**config.mk**
```make
export PLATFORM = sky130hd
export DESIGN_NAME = data_upload
export DESIGN_NICKNAME = d
export VERILOG_FILES = /design/src/rtl/data_upload.sv
export SDC_FILE = /design/constraint.sdc
export NUM_CORES = 1
export LEC_CHECK = 0
export ABC_CLOCK_PERIOD_IN_PS = 5600
export BUFFER_PORTS_ARGS = -buffer_cell sky130_fd_sc_hd__clkbuf_2
export CORE_MARGIN = 5
export CORE_UTILIZATION = 55
export CTS_CLUSTER_DIAMETER = 30
export DETAILED_ROUTE_END_ITERATION = 10
export PLACE_DENSITY_LB_ADDON = 0.25
export SYNTH_ARGS = -nofsm -noshare
export SYNTH_HDL_FRONTEND = slang
export SYNTH_SLANG_ARGS = --single-unit
```
**constraint.sdc**
```tcl
create_clock -name clk -period 5.6 [get_ports clk]
set_clock_uncertainty 0.15 [all_clocks]
set_input_delay 0.56 -clock clk [delete_from_list [all_inputs] [get_ports clk]]
set_output_delay 0.56 -clock clk [all_outputs]
set_load 0.02 [all_outputs]
```
**src/rtl/data_upload.sv**
```systemverilog
// data_upload: streams bytes from a core-side RAM to the io controller over the data-io SPI link.
// SPI pins are sampled in clk; 0x55 <nonzero> opens a session, 0x56 clocks RAM bytes out on sdo.
module data_upload #(
    parameter int unsigned           ADDR_WIDTH = 16,
    parameter logic [ADDR_WIDTH-1:0] START_ADDR = 16'd0
) (
    input  logic                  clk,
    input  logic                  reset_n,
    input  logic                  sck,
    input  logic                  ss,
    input  logic                  sdi,
    output logic                  sdo,
    output logic                  sdo_oe,
    input  logic [ADDR_WIDTH-1:0] size,
    output logic                  uploading,
    output logic                  rd,
    output logic [ADDR_WIDTH-1:0] a,
    input  logic [7:0]            q
);

    localparam logic [7:0] CMD_FILE_RX     = 8'h55;
    localparam logic [7:0] CMD_FILE_RX_DAT = 8'h56;

    logic [2:0]            sck_sync_q;
    logic [1:0]            ss_sync_q;
    logic [1:0]            sdi_sync_q;

    logic [3:0]            cnt_q, cnt_d;
    logic [6:0]            sbuf_q, sbuf_d;
    logic [7:0]            cmd_q, cmd_d;
    logic                  uploading_q, uploading_d;
    logic [ADDR_WIDTH-1:0] end_addr_q, end_addr_d;
    logic [ADDR_WIDTH-1:0] a_q, a_d;
    logic                  rd_q, rd_d;
    logic                  rd_dly_q, rd_dly_d;
    logic [7:0]            pbuf_q, pbuf_d;
    logic                  pvalid_q, pvalid_d;
    logic [7:0]            shreg_q, shreg_d;
    logic                  sdo_q, sdo_d;
    logic                  sdo_oe_q, sdo_oe_d;

    logic                  ss_s;
    logic                  sdi_s;
    logic                  sck_rise;
    logic                  spi_bit;
    logic [7:0]            byte_in;
    logic                  start_evt;
    logic                  load_evt;
    logic                  shift_evt;
    logic                  can_load;
    logic [ADDR_WIDTH-1:0] a_inc;

    assign ss_s     = ss_sync_q[1];
    assign sdi_s    = sdi_sync_q[1];
    assign sck_rise = sck_sync_q[1] & ~sck_sync_q[2];
    assign spi_bit  = sck_rise & ~ss_s;
    assign byte_in  = {sbuf_q, sdi_s};

    // Byte boundaries: command completion at cnt 7, then the end of every data byte.
    assign start_evt = spi_bit && (cnt_q == 4'd15) && (cmd_q == CMD_FILE_RX);
    assign load_evt  = spi_bit && (((cnt_q == 4'd7) && (byte_in == CMD_FILE_RX_DAT)) ||
                                   ((cnt_q == 4'd15) && (cmd_q == CMD_FILE_RX_DAT)));
    assign shift_evt = spi_bit && cnt_q[3] && (cmd_q == CMD_FILE_RX_DAT) && !load_evt;
    assign can_load  = uploading_q && pvalid_q && (a_q != end_addr_q);
    assign a_inc     = a_q + ADDR_WIDTH'(1);

    always_comb begin
        cnt_d       = cnt_q;
        sbuf_d      = sbuf_q;
        cmd_d       = cmd_q;
        uploading_d = uploading_q;
        end_addr_d  = end_addr_q;
        a_d         = a_q;
        rd_d        = 1'b0;
        rd_dly_d    = rd_q;
        pbuf_d      = pbuf_q;
        pvalid_d    = pvalid_q;
        shreg_d     = shreg_q;

        if (ss_s) begin
            cnt_d = 4'd0;
        end else if (sck_rise) begin
            sbuf_d = byte_in[6:0];
            cnt_d  = (cnt_q == 4'd15) ? 4'd8 : cnt_q + 4'd1;
            if (cnt_q == 4'd7) begin
                cmd_d = byte_in;
            end
        end

        if (rd_dly_q) begin
            pbuf_d   = q;
            pvalid_d = 1'b1;
        end

        // A start or stop also cancels any read still in flight from the old session.
        if (start_evt) begin
            pvalid_d = 1'b0;
            rd_dly_d = 1'b0;
            if (byte_in != 8'h00) begin
                uploading_d = 1'b1;
                end_addr_d  = START_ADDR + size;
                a_d         = START_ADDR;
                rd_d        = (size != '0);
            end else begin
                uploading_d = 1'b0;
            end
        end

        if (load_evt) begin
            if (can_load) begin
                shreg_d  = pbuf_q;
                pvalid_d = 1'b0;
                a_d      = a_inc;
                rd_d     = (a_inc != end_addr_q);
            end else begin
                shreg_d = 8'h00;
            end
        end else if (shift_evt) begin
            shreg_d = {shreg_q[6:0], 1'b0};
        end

        sdo_oe_d = !ss_s && (cmd_q == CMD_FILE_RX_DAT) && cnt_q[3];
        sdo_d    = sdo_oe_d & shreg_q[7];
    end

    always_ff @(posedge clk or negedge reset_n) begin
        if (!reset_n) begin
            sck_sync_q  <= 3'b000;
            ss_sync_q   <= 2'b11;
            sdi_sync_q  <= 2'b00;
            cnt_q       <= 4'd0;
            sbuf_q      <= 7'd0;
            cmd_q       <= 8'h00;
            uploading_q <= 1'b0;
            end_addr_q  <= START_ADDR;
            a_q         <= START_ADDR;
            rd_q        <= 1'b0;
            rd_dly_q    <= 1'b0;
            pbuf_q      <= 8'h00;
            pvalid_q    <= 1'b0;
            shreg_q     <= 8'h00;
            sdo_q       <= 1'b0;
            sdo_oe_q    <= 1'b0;
        end else begin
            sck_sync_q  <= {sck_sync_q[1:0], sck};
            ss_sync_q   <= {ss_sync_q[0], ss};
            sdi_sync_q  <= {sdi_sync_q[0], sdi};
            cnt_q       <= cnt_d;
            sbuf_q      <= sbuf_d;
            cmd_q       <= cmd_d;
            uploading_q <= uploading_d;
            end_addr_q  <= end_addr_d;
            a_q         <= a_d;
            rd_q        <= rd_d;
            rd_dly_q    <= rd_dly_d;
            pbuf_q      <= pbuf_d;
            pvalid_q    <= pvalid_d;
            shreg_q     <= shreg_d;
            sdo_q       <= sdo_d;
            sdo_oe_q    <= sdo_oe_d;
        end
    end

    assign uploading = uploading_q;
    assign rd        = rd_q;
    assign a         = a_q;
    assign sdo       = sdo_q;
    assign sdo_oe    = sdo_oe_q;

endmodule

```
### Word level (Yosys, flattened, before mapping)

Cells that the tools add are included.
W data, S select, Z words.

| storage, ports and cells | value |
|---|---|
| flip-flop bits (word level) | 80 |
| bits in latches | 0 |
| memory bits (writable) | 0 |
| ROM bits | 0 |
| input port bits | 29 |
| output and inout bits | 20 |
| word-level logic and storage cells | 72 |
| memories kept | 0 |

| operators by class | value |
|---|---|
| add/subtract/negate cells | 2 |
| multiply operators | 0 |
| divide/modulo/power cells | 0 |
| $lt $le $gt $ge | 0 |
| eq/ne operators | 7 |
| shift operators | 0 |
| muxes and demuxes | 20 |
| bitwise operators | 5 |
| reduce and logical (&&, ||, !) cells | 22 |

Operator list:

| operator | count |
|---|---|
| $mux W16 | 4 |
| $ne A16 B16 Y1 | 2 |
| $eq A8 B7 Y1 const B | 3 |
| $mux W8 | 3 |
| $add A16 B1 Y16 const B | 1 |
| $reduce_bool A16 Y1 | 1 |
| $logic_and A1 B1 Y1 | 12 |
| $mux W4 | 3 |
| $mux W1 | 10 |
| $reduce_bool A8 Y1 | 1 |
| $add A4 B1 Y4 const B | 1 |
| $eq A4 B3 Y1 const B | 1 |
| $eq A4 B4 Y1 const B | 1 |
| $reduce_and A2 Y1 | 2 |
| $reduce_bool A2 Y1 | 2 |
| $and A1 B1 Y1 | 3 |
| $reduce_and A3 Y1 | 1 |
| $logic_not A1 Y1 | 2 |
| $not A1 Y1 | 2 |
| $logic_or A1 B1 Y1 | 1 |

### Depth between registers and ports, before layout

Gate-level depths: netlist (run 1).

| depth | value |
|---|---|
| depth after elaboration | 8 |
| gate-level depth with buffers | 9 |
| gate-level depth less buffers | 7 |

### Worst setup path before layout (run 1)

OpenSTA, ideal clock, no wires.

| path | value |
|---|---|
| path type | register -> register |
| from | register a_q[3], in the netlist a[3] |
| to | register a_q[4], in the netlist a[4] |
| setup time | 0.118 ns |
| arrival time | 2.213 ns |
| slack | 3.119 ns |
| stages on the path, launching flop included | 10 |
| buffers on the path | 3 |
| period minus slack after synthesis | 2.481 ns |
| path through | dfrtp_1 -> buf_2 -> xor2_1 -> or4_4 -> nor4_4 -> a211o_1 -> buf_6 -> buf_6 -> a21oi_1 -> a21o_1 |

| on the way | value |
|---|---|
| longest elaborated chain between the ends | 4 |
| elaborated cells between the ends (all ways) | 5 |
| those cells by class | 1 x add/sub; 1 x eq/ne; 2 x mux; 1 x reduce/logical |

RTL lines:

| what | RTL line | RTL |
|---|---|---|
| start: declaration | 33 | `logic [ADDR_WIDTH-1:0] a_q, a_d;` |
| start signal: assignment | 136 | `a_q <= START_ADDR;` |
| start signal: assignment | 153 | `a_q <= a_d;` |
| branches (longest 2 deep; another with $add A16 B1 Y16) | - |  |
| $mux W16 * | 110 | `if (can_load) begin` |
| $mux W16 * | 109 | `if (load_evt) begin` |
| named net a_d[4] | 33 |  |

Mark *: on every way through the listed nets, which the timed path passes.
A chain may end at the register's enable or synchronous reset.

### Final worst setup path (run 1)

| path | value |
|---|---|
| from | register a_q[8], in the netlist a[8] |
| to | register a_q[8], in the netlist a[8] |

| on the way | value |
|---|---|
| longest elaborated chain between the ends | 4 |
| elaborated cells between the ends (all ways) | 7 |
| those cells by class | 1 x add/sub; 1 x eq/ne; 4 x mux; 1 x reduce/logical |

RTL lines:

| what | RTL line |
|---|---|
| branches (longest 3 deep; another with $add A16 B1 Y16) | - |
| $mux W16 * | 109 |
| named net a_d[8] | 33 |

Marked as above.

==> results_dict.tcl, run 1 <==
set metrics [dict create \
    cts_setup_buffers 0 \
    synth.avg_cell_area_um2 11.5 \
    insertion_delay_ps 340 \
    finalSetupTns_ps 0 \
    synth_edf_count 0 \
    syn_inst 341 \
    status "complete, no violations" \
    cts.sinks 80 \
    port_buffers 48 \
    postLayoutCoreUtil_pct 64.7 \
    drive_gt1_share_pct 32.5 \
    setup_violations 0 \
    ys_async_sr_fraction_pct 100 \
    pwr-share-seq_pct 53.8 \
    final_max_slew_viol_count 0 \
    ys.flop_type "dfrtp_1" \
    post-route-min-period_ps 2980 \
    p_sw_uw 276 \
    fin_nets 415 \
    rows 30 \
    synth_area_um2 3940 \
    crit_type "flop to flop" \
    worst_setup_path_start_kind "flop" \
    grt_use_total_pct 20.3 \
    drc 0 \
    cp.required_ps 5680 \
    cp_slowest_stage_delay_ps 700 \
    wl_mm 8.36 \
    dp_hpwl_mm 6.04 \
    fill_cells 538 \
    power-per-cell-area_nw_per_um2 269 \
    hp-class "input port to flop" \
    ys_types 56 \
    drt_iter0_drc 127 \
    tritoncts "yes" \
    fmax_mhz 336 \
    vias_per_cell 5.89 \
    power_mw 1.19 \
    tightest_slew_ps 985 \
    coreArea_um2 6870 \
    cts.path.max_buffers 2 \
    ys_warn_count 0 \
    grt_pass1_wl_mm 14.1 \
    p_int_uw 917 \
    ant_nets 0 \
    critPathMaxFanout 20 \
    area_delta_synth_final_pct 12.8 \
    ctsHtreeMaxLevel 3 \
    ys_seq_elements 80 \
    rsz0062_at_grt "no" \
    die_w_um 94.6 \
    cp-end-kind "flop" \
    max-slew-margin-rel_pct 34.3 \
    die_h_um 94.6 \
    finalWeightedCongestion 0.866 \
    post_drt_wl_per_cell_um 17.3 \
    period_share_pct 53.1 \
    ios 49 \
    finalHoldViolCount 0 \
    first_pass_iters 4 \
    clkPwrFrac_pct 39.4 \
    clkSlewWorstSetupHoldPaths_ps 80 \
    diodes 0 \
    cellLeakagePower_nw 1.98 \
    irDropWorstVdd_uv 198 \
    register_area_um2 2000 \
    syn-num-nets 372 \
    p_sw_share_pct 23.1 \
    antenna_found_initial 0 \
    overflow 0 \
    grt_pass1_vias 2844 \
    synth_seq_area_share_pct 50.9 \
    initial_core_util_pct 57.3 \
    comb_power_share_pct 6.8 \
    multiInputGateArea_um2 1840 \
    num_vias 2851 \
    cts_root_buf "clkbuf_8" \
    grt_max_degree 81 \
    arrival_ps 3050 \
    cap_violations 0 \
    cp_slowest_cell "a211o_1" \
    cts_hold_buf 0 \
    cts_buffers 9 \
    die_area_um2 8950 \
    post_cts_resized 0 \
    cp_cell_sequence "xor2_1, or4_1, nor3_1, a211o_1, nor3_1, a211o_1" \
]
state kept, by name, indices dropped and copies added (netlist names):
name / count
ss_sync_q: 2
uploading: 1
shreg_q: 8
rd: 1
sbuf_q: 7
sdo_oe: 1
a: 16
cnt_q: 4
cmd_q: 8
rd_dly_q: 1
sdo: 1
pbuf_q: 8
end_addr_q: 16
sck_sync_q: 3
sdi_sync_q: 2
pvalid_q: 1
layout by cell type (no fill, tap or decap), types with 6 or more instances in the layout:
cell / instances
a21oi_1: 8
a22oi_1: 7
and3_1: 7
clkbuf_2: 47
clkbuf_8: 10
dfrtp_1: 78
mux2_2: 40
mux2i_1: 7
nand2_1: 32
nand2b_1: 6
nand3_1: 10
nand4_1: 7
nor2_1: 10
o21ai_0: 13
xnor2_1: 7
xor2_1: 15
kinds of logic after synthesis:
family	after synthesis	synth area share, %
and+or+nand+nor	119	18.3
DFF	80	50.9
AOI/OAI and AO/OA	53	9.79
muxes	47	13.2
xor gates and xnor gates	22	4.89
buffers and inverters	18	2.26
adders and majority gates	2	0.635
stage by stage:
step,instances,instance area [µm²],setup WS (ps),hold WS (ps)
floorplan,341,3940,3120,114
global placement,469,4220,2700,182
detailed placement,469,4220,2650,193
CTS,484,4440,2630,136
global route,484,4440,2480,133
finish,484,4440,2620,152
power by group through the flow:
stage	sequential [mW]	combinational, mW	clock [mW]
floorplan	0.643	0.0512	0
global placement	0.652	0.0810	0
detailed placement	0.654	0.0829	0
CTS	0.642	0.0828	0.479
global route	0.648	0.0924	0.507
finish	0.642	0.0813	0.470
worst paths after layout:
| kind | startpoint | slack (ps) | cells after the start | to |
|---|---|---|---|---|
| setup / recovery | a[8] | 2620 | 6 | a[8] |
| hold / removal | ss | 150 | 1 | ss_sync_q[0] |
| setup reg to reg | a[8] | 2620 | 6 | a[8] |
| hold reg to reg | sdi_sync_q[0] | 210 | 0 | sdi_sync_q[1] |
| max in group asynchronous | reset_n | 4440 | 1 | cnt_q[2] |
| min in group asynchronous | reset_n | 220 | 1 | end_addr_q[0] |
per-layer routing:
metal,vias up,global-route usage (%),part of all wire (%)
li1,1338,-,-
met5,-,0,0
met4,0,7.81,1.9
met2,84,32.2,48
met3,11,3.27,4.8
met1,1418,28.1,45
critical path: cells and delay by family (launching register included):
| family | cells | cell delay (ps) |
|---|---|---|
| AO/OA/AOI/OAI | 2 | 990 |
| AND/OR/NAND/NOR | 3 | 980 |
| flip-flops | 1 | 520 |
| XOR/XNOR | 1 | 220 |
synth_stat cells (3+ instances only):
master	instances	area, µm²
nand2b_1	6	37.5
or2_2	4	25.0
a22oi_1	7	52.6
dfrtp_1	78	1950
xor2_1	15	131
nand3_1	10	50.1
buf_2	5	25.0
a21oi_1	8	40.0
nor2_1	10	37.5
and4_1	3	26.3
nand2_1	32	120
o31ai_2	3	37.5
nor2b_1	5	31.3
nand4_1	7	43.8
mux2_2	40	450
and3_1	7	43.8
clkbuf_1	9	33.8
o21ai_0	13	65.1
or4_1	3	22.5
mux2i_1	7	70.1
and2_1	4	25.0
nor3_1	5	25.0
nor4_1	5	31.3
xnor2_1	7	61.3
o211ai_2	3	37.5
layout make-up:
| class | instances | share of cell area (%) |
|---|---|---|
| clock buffers | 11 | 3.18 |
| multi-input cells | 243 | 41.5 |
| clock inverters | 4 | 1.75 |
| inverters | 1 | 0.0845 |
| flip-flops and latches | 80 | 45.1 |
| repair buffers | 49 | 5.63 |
| well taps | 96 | 2.70 |
(Power assumes the default switching activity.)
==> inputs of run 2 (changes only) <==
- ABC_AREA: unset -> 1
- ABC_CLOCK_PERIOD_IN_PS: 5600 -> 2410
- CORE_UTILIZATION: 55 -> 53
- clock period: 5.6 -> 2.41 ns (I/O delays scaled with it)
==> run 2 against run 1 <==
Sequential power is 120% higher. Global-route usage grew 0.95 points. Register-to-register slack got worse by 2400 ps. Synthesized cell count up 49%. Cell count up 43%. Non-clock buffer count rose by 29. Critical path type unchanged. Critical endpoint is now rd.
==> results_dict.tcl, run 2 <==
set metrics [dict create \
    status "complete, no violations" \
    synth_seq_area_share_pct 48.2 \
    yosysTopAreaCell "dfrtp_1" \
    area_delta_synth_final_pct 20.2 \
    ant_nets 0 \
    syn_inst 507 \
    fill_cells 646 \
    die_h_um 98.6 \
    synth_area_um2 4160 \
    cap_violations 0 \
    antenna_found_initial 0 \
    port_buffers 48 \
    cp-end-kind "flop" \
    die_area_um2 9730 \
    postLayoutCoreUtil_pct 65.1 \
    overflow 0 \
    grt_pass1_wl_mm 16.7 \
    cts_setup_buffers 0 \
    setup_violations 0 \
    cts.path.max_buffers 2 \
    ys_warn_count 0 \
    syn-num-nets 538 \
    irDropWorstVdd_uv 282 \
    multiInputGateArea_um2 1850 \
    die_w_um 98.6 \
    final_common_cell "nand2_1" \
    worst_setup_path_start_kind "flop" \
    coreArea_um2 7690 \
    yosys-top-cells-area "dfrtp_1 47%, nand2_1 13%, inv_1 4.8%, nand3_1 4.3%, o21ai_0 4.0%" \
    fin_hold_ws_ps 206 \
    finalWeightedCongestion 0.932 \
    vias_per_cell 5.17 \
    cellLeakagePower_nw 2.38 \
    clkSlewWorstSetupHoldPaths_ps 80 \
    first_pass_iters 4 \
    grt_pass1_vias 3588 \
    dp_hpwl_mm 7.08 \
    crit_type "flop to flop" \
    cts_hold_buf 28 \
    post_cts_resized 0 \
    placed_area_um2 4490 \
    final_area_um2 5000 \
    critPathMaxFanout 6 \
    register_area_um2 2000 \
    finalSetupTns_ps 0 \
    cts_root_buf "clkbuf_8" \
    rsz0062_at_grt "no" \
    dpl_worst_slack_ps 305 \
    ios 49 \
    arrival_ps 2240 \
    period_share_pct 90.1 \
    cp.required_ps 2480 \
    drive_gt1_share_pct 19.1 \
    ys_async_sr_fraction_pct 100 \
    initial_core_util_pct 54.2 \
    mostFrequentLayoutCells "139 x nand2_1, 78 x dfrtp_1, 53 x inv_1, 47 x clkbuf_2, 37 x nor2_1" \
    ys_types 41 \
    fmax_mhz 461 \
    hp-class "flop to flop" \
    yosysMostFrequentCell "nand2_1" \
    ys_seq_elements 80 \
    finalHoldViolCount 0 \
    final_max_slew_viol_count 0 \
    insertion_delay_ps 360 \
    max-slew-margin-rel_pct 60.8 \
    synth_edf_count 0 \
    power-per-cell-area_nw_per_um2 553 \
    tightest_slew_ps 581 \
    cts.sinks 80 \
    diodes 0 \
    ys.flop_type "dfrtp_1" \
    fin_nets 617 \
    post_drt_wl_per_cell_um 14.3 \
    num_vias 3581 \
    setup_slack_ps 239 \
    post-route-min-period_ps 2170 \
    grt_max_degree 45 \
    synth.avg_cell_area_um2 8.21 \
    cts_buffers 9 \
    drc 0 \
    yosysTopAreaCellShare_pct 46.9 \
    synthTopCellsByCount "139 x nand2_1, 78 x dfrtp_1, 53 x inv_1" \
    tritoncts "yes" \
    wl_mm 9.92 \
    ctsHtreeMaxLevel 3 \
    drt_iter0_drc 117 \
    rows 32 \
    grt_use_total_pct 21.3 \
]
run 2: area by class of cell:
cell class	instances	share of cell area [%]
sequential	80	40.1
clock buffer	12	3.10
inverter	62	4.80
tap	102	2.55
clock inverter	4	1.53
multi-input combinational	355	36.9
timing repair buffer	78	11.0
run 2: path summary, 6_finish.rpt:
path / startpoint / endpoint / slack, ps / cells past startpoint
setup / recovery: a[1] / rd / 240 / 12
setup reg to reg: a[1] / rd / 240 / 12
hold / removal: sdi_sync_q[0] / sdi_sync_q[1] / 210 / 0
max in group asynchronous: reset_n / ss_sync_q[0] / 1210 / 3
hold reg to reg: sdi_sync_q[0] / sdi_sync_q[1] / 210 / 0
min in group asynchronous: reset_n / cmd_q[7] / 240 / 2
run 2: worst max-delay path: stages (launching register included):
cell and delay, ps:
dfrtp_1 470, ha_1 230, nand3_1 210, inv_1 230, nand2_1 90, nand2_1 70, nand3_1 70, nor2_1 180
nand2_1 70, nor2_1 90, nand4_1 90, nand2_1 70, nand2_1 50
run 2: through the flow:
step                std cells  power, mW
finish                    693       2.77
global route              693       2.89
CTS                       693       2.79
detailed placement        649       1.61
global placement          649       1.61
floorplan                 507       1.53
run 2: report_power, final:
part	internal, mW	switching (mW)	total, mW	leakage, nW
Sequential	1.39	0.0449	1.44	0.985
Clock	0.643	0.496	1.14	0.113
Combinational	0.0862	0.105	0.191	1.28
run 2: kinds of logic after synthesis:
logic type                 after synthesis  share of synthesized area [%]
and+or+nand+nor                        258                           28.5
muxes                                    7                           1.89
adders and majority gates                2                          0.601
DFF                                     80                           48.2
xor gates and xnor gates                19                           4.00
AOI/OAI and AO/OA                       69                           9.41
buffers and inverters                   72                           7.45
run 2: metal layers:
layer | wire length [µm] | up-vias | track usage [%]
met3 | 505 | 16 | 5.66
met2 | 5000 | 90 | 35.8
met1 | 4230 | 1686 | 26.9
met5 | 0 | - | 0
met4 | 187 | 0 | 6.51
li1 | - | 1789 | -
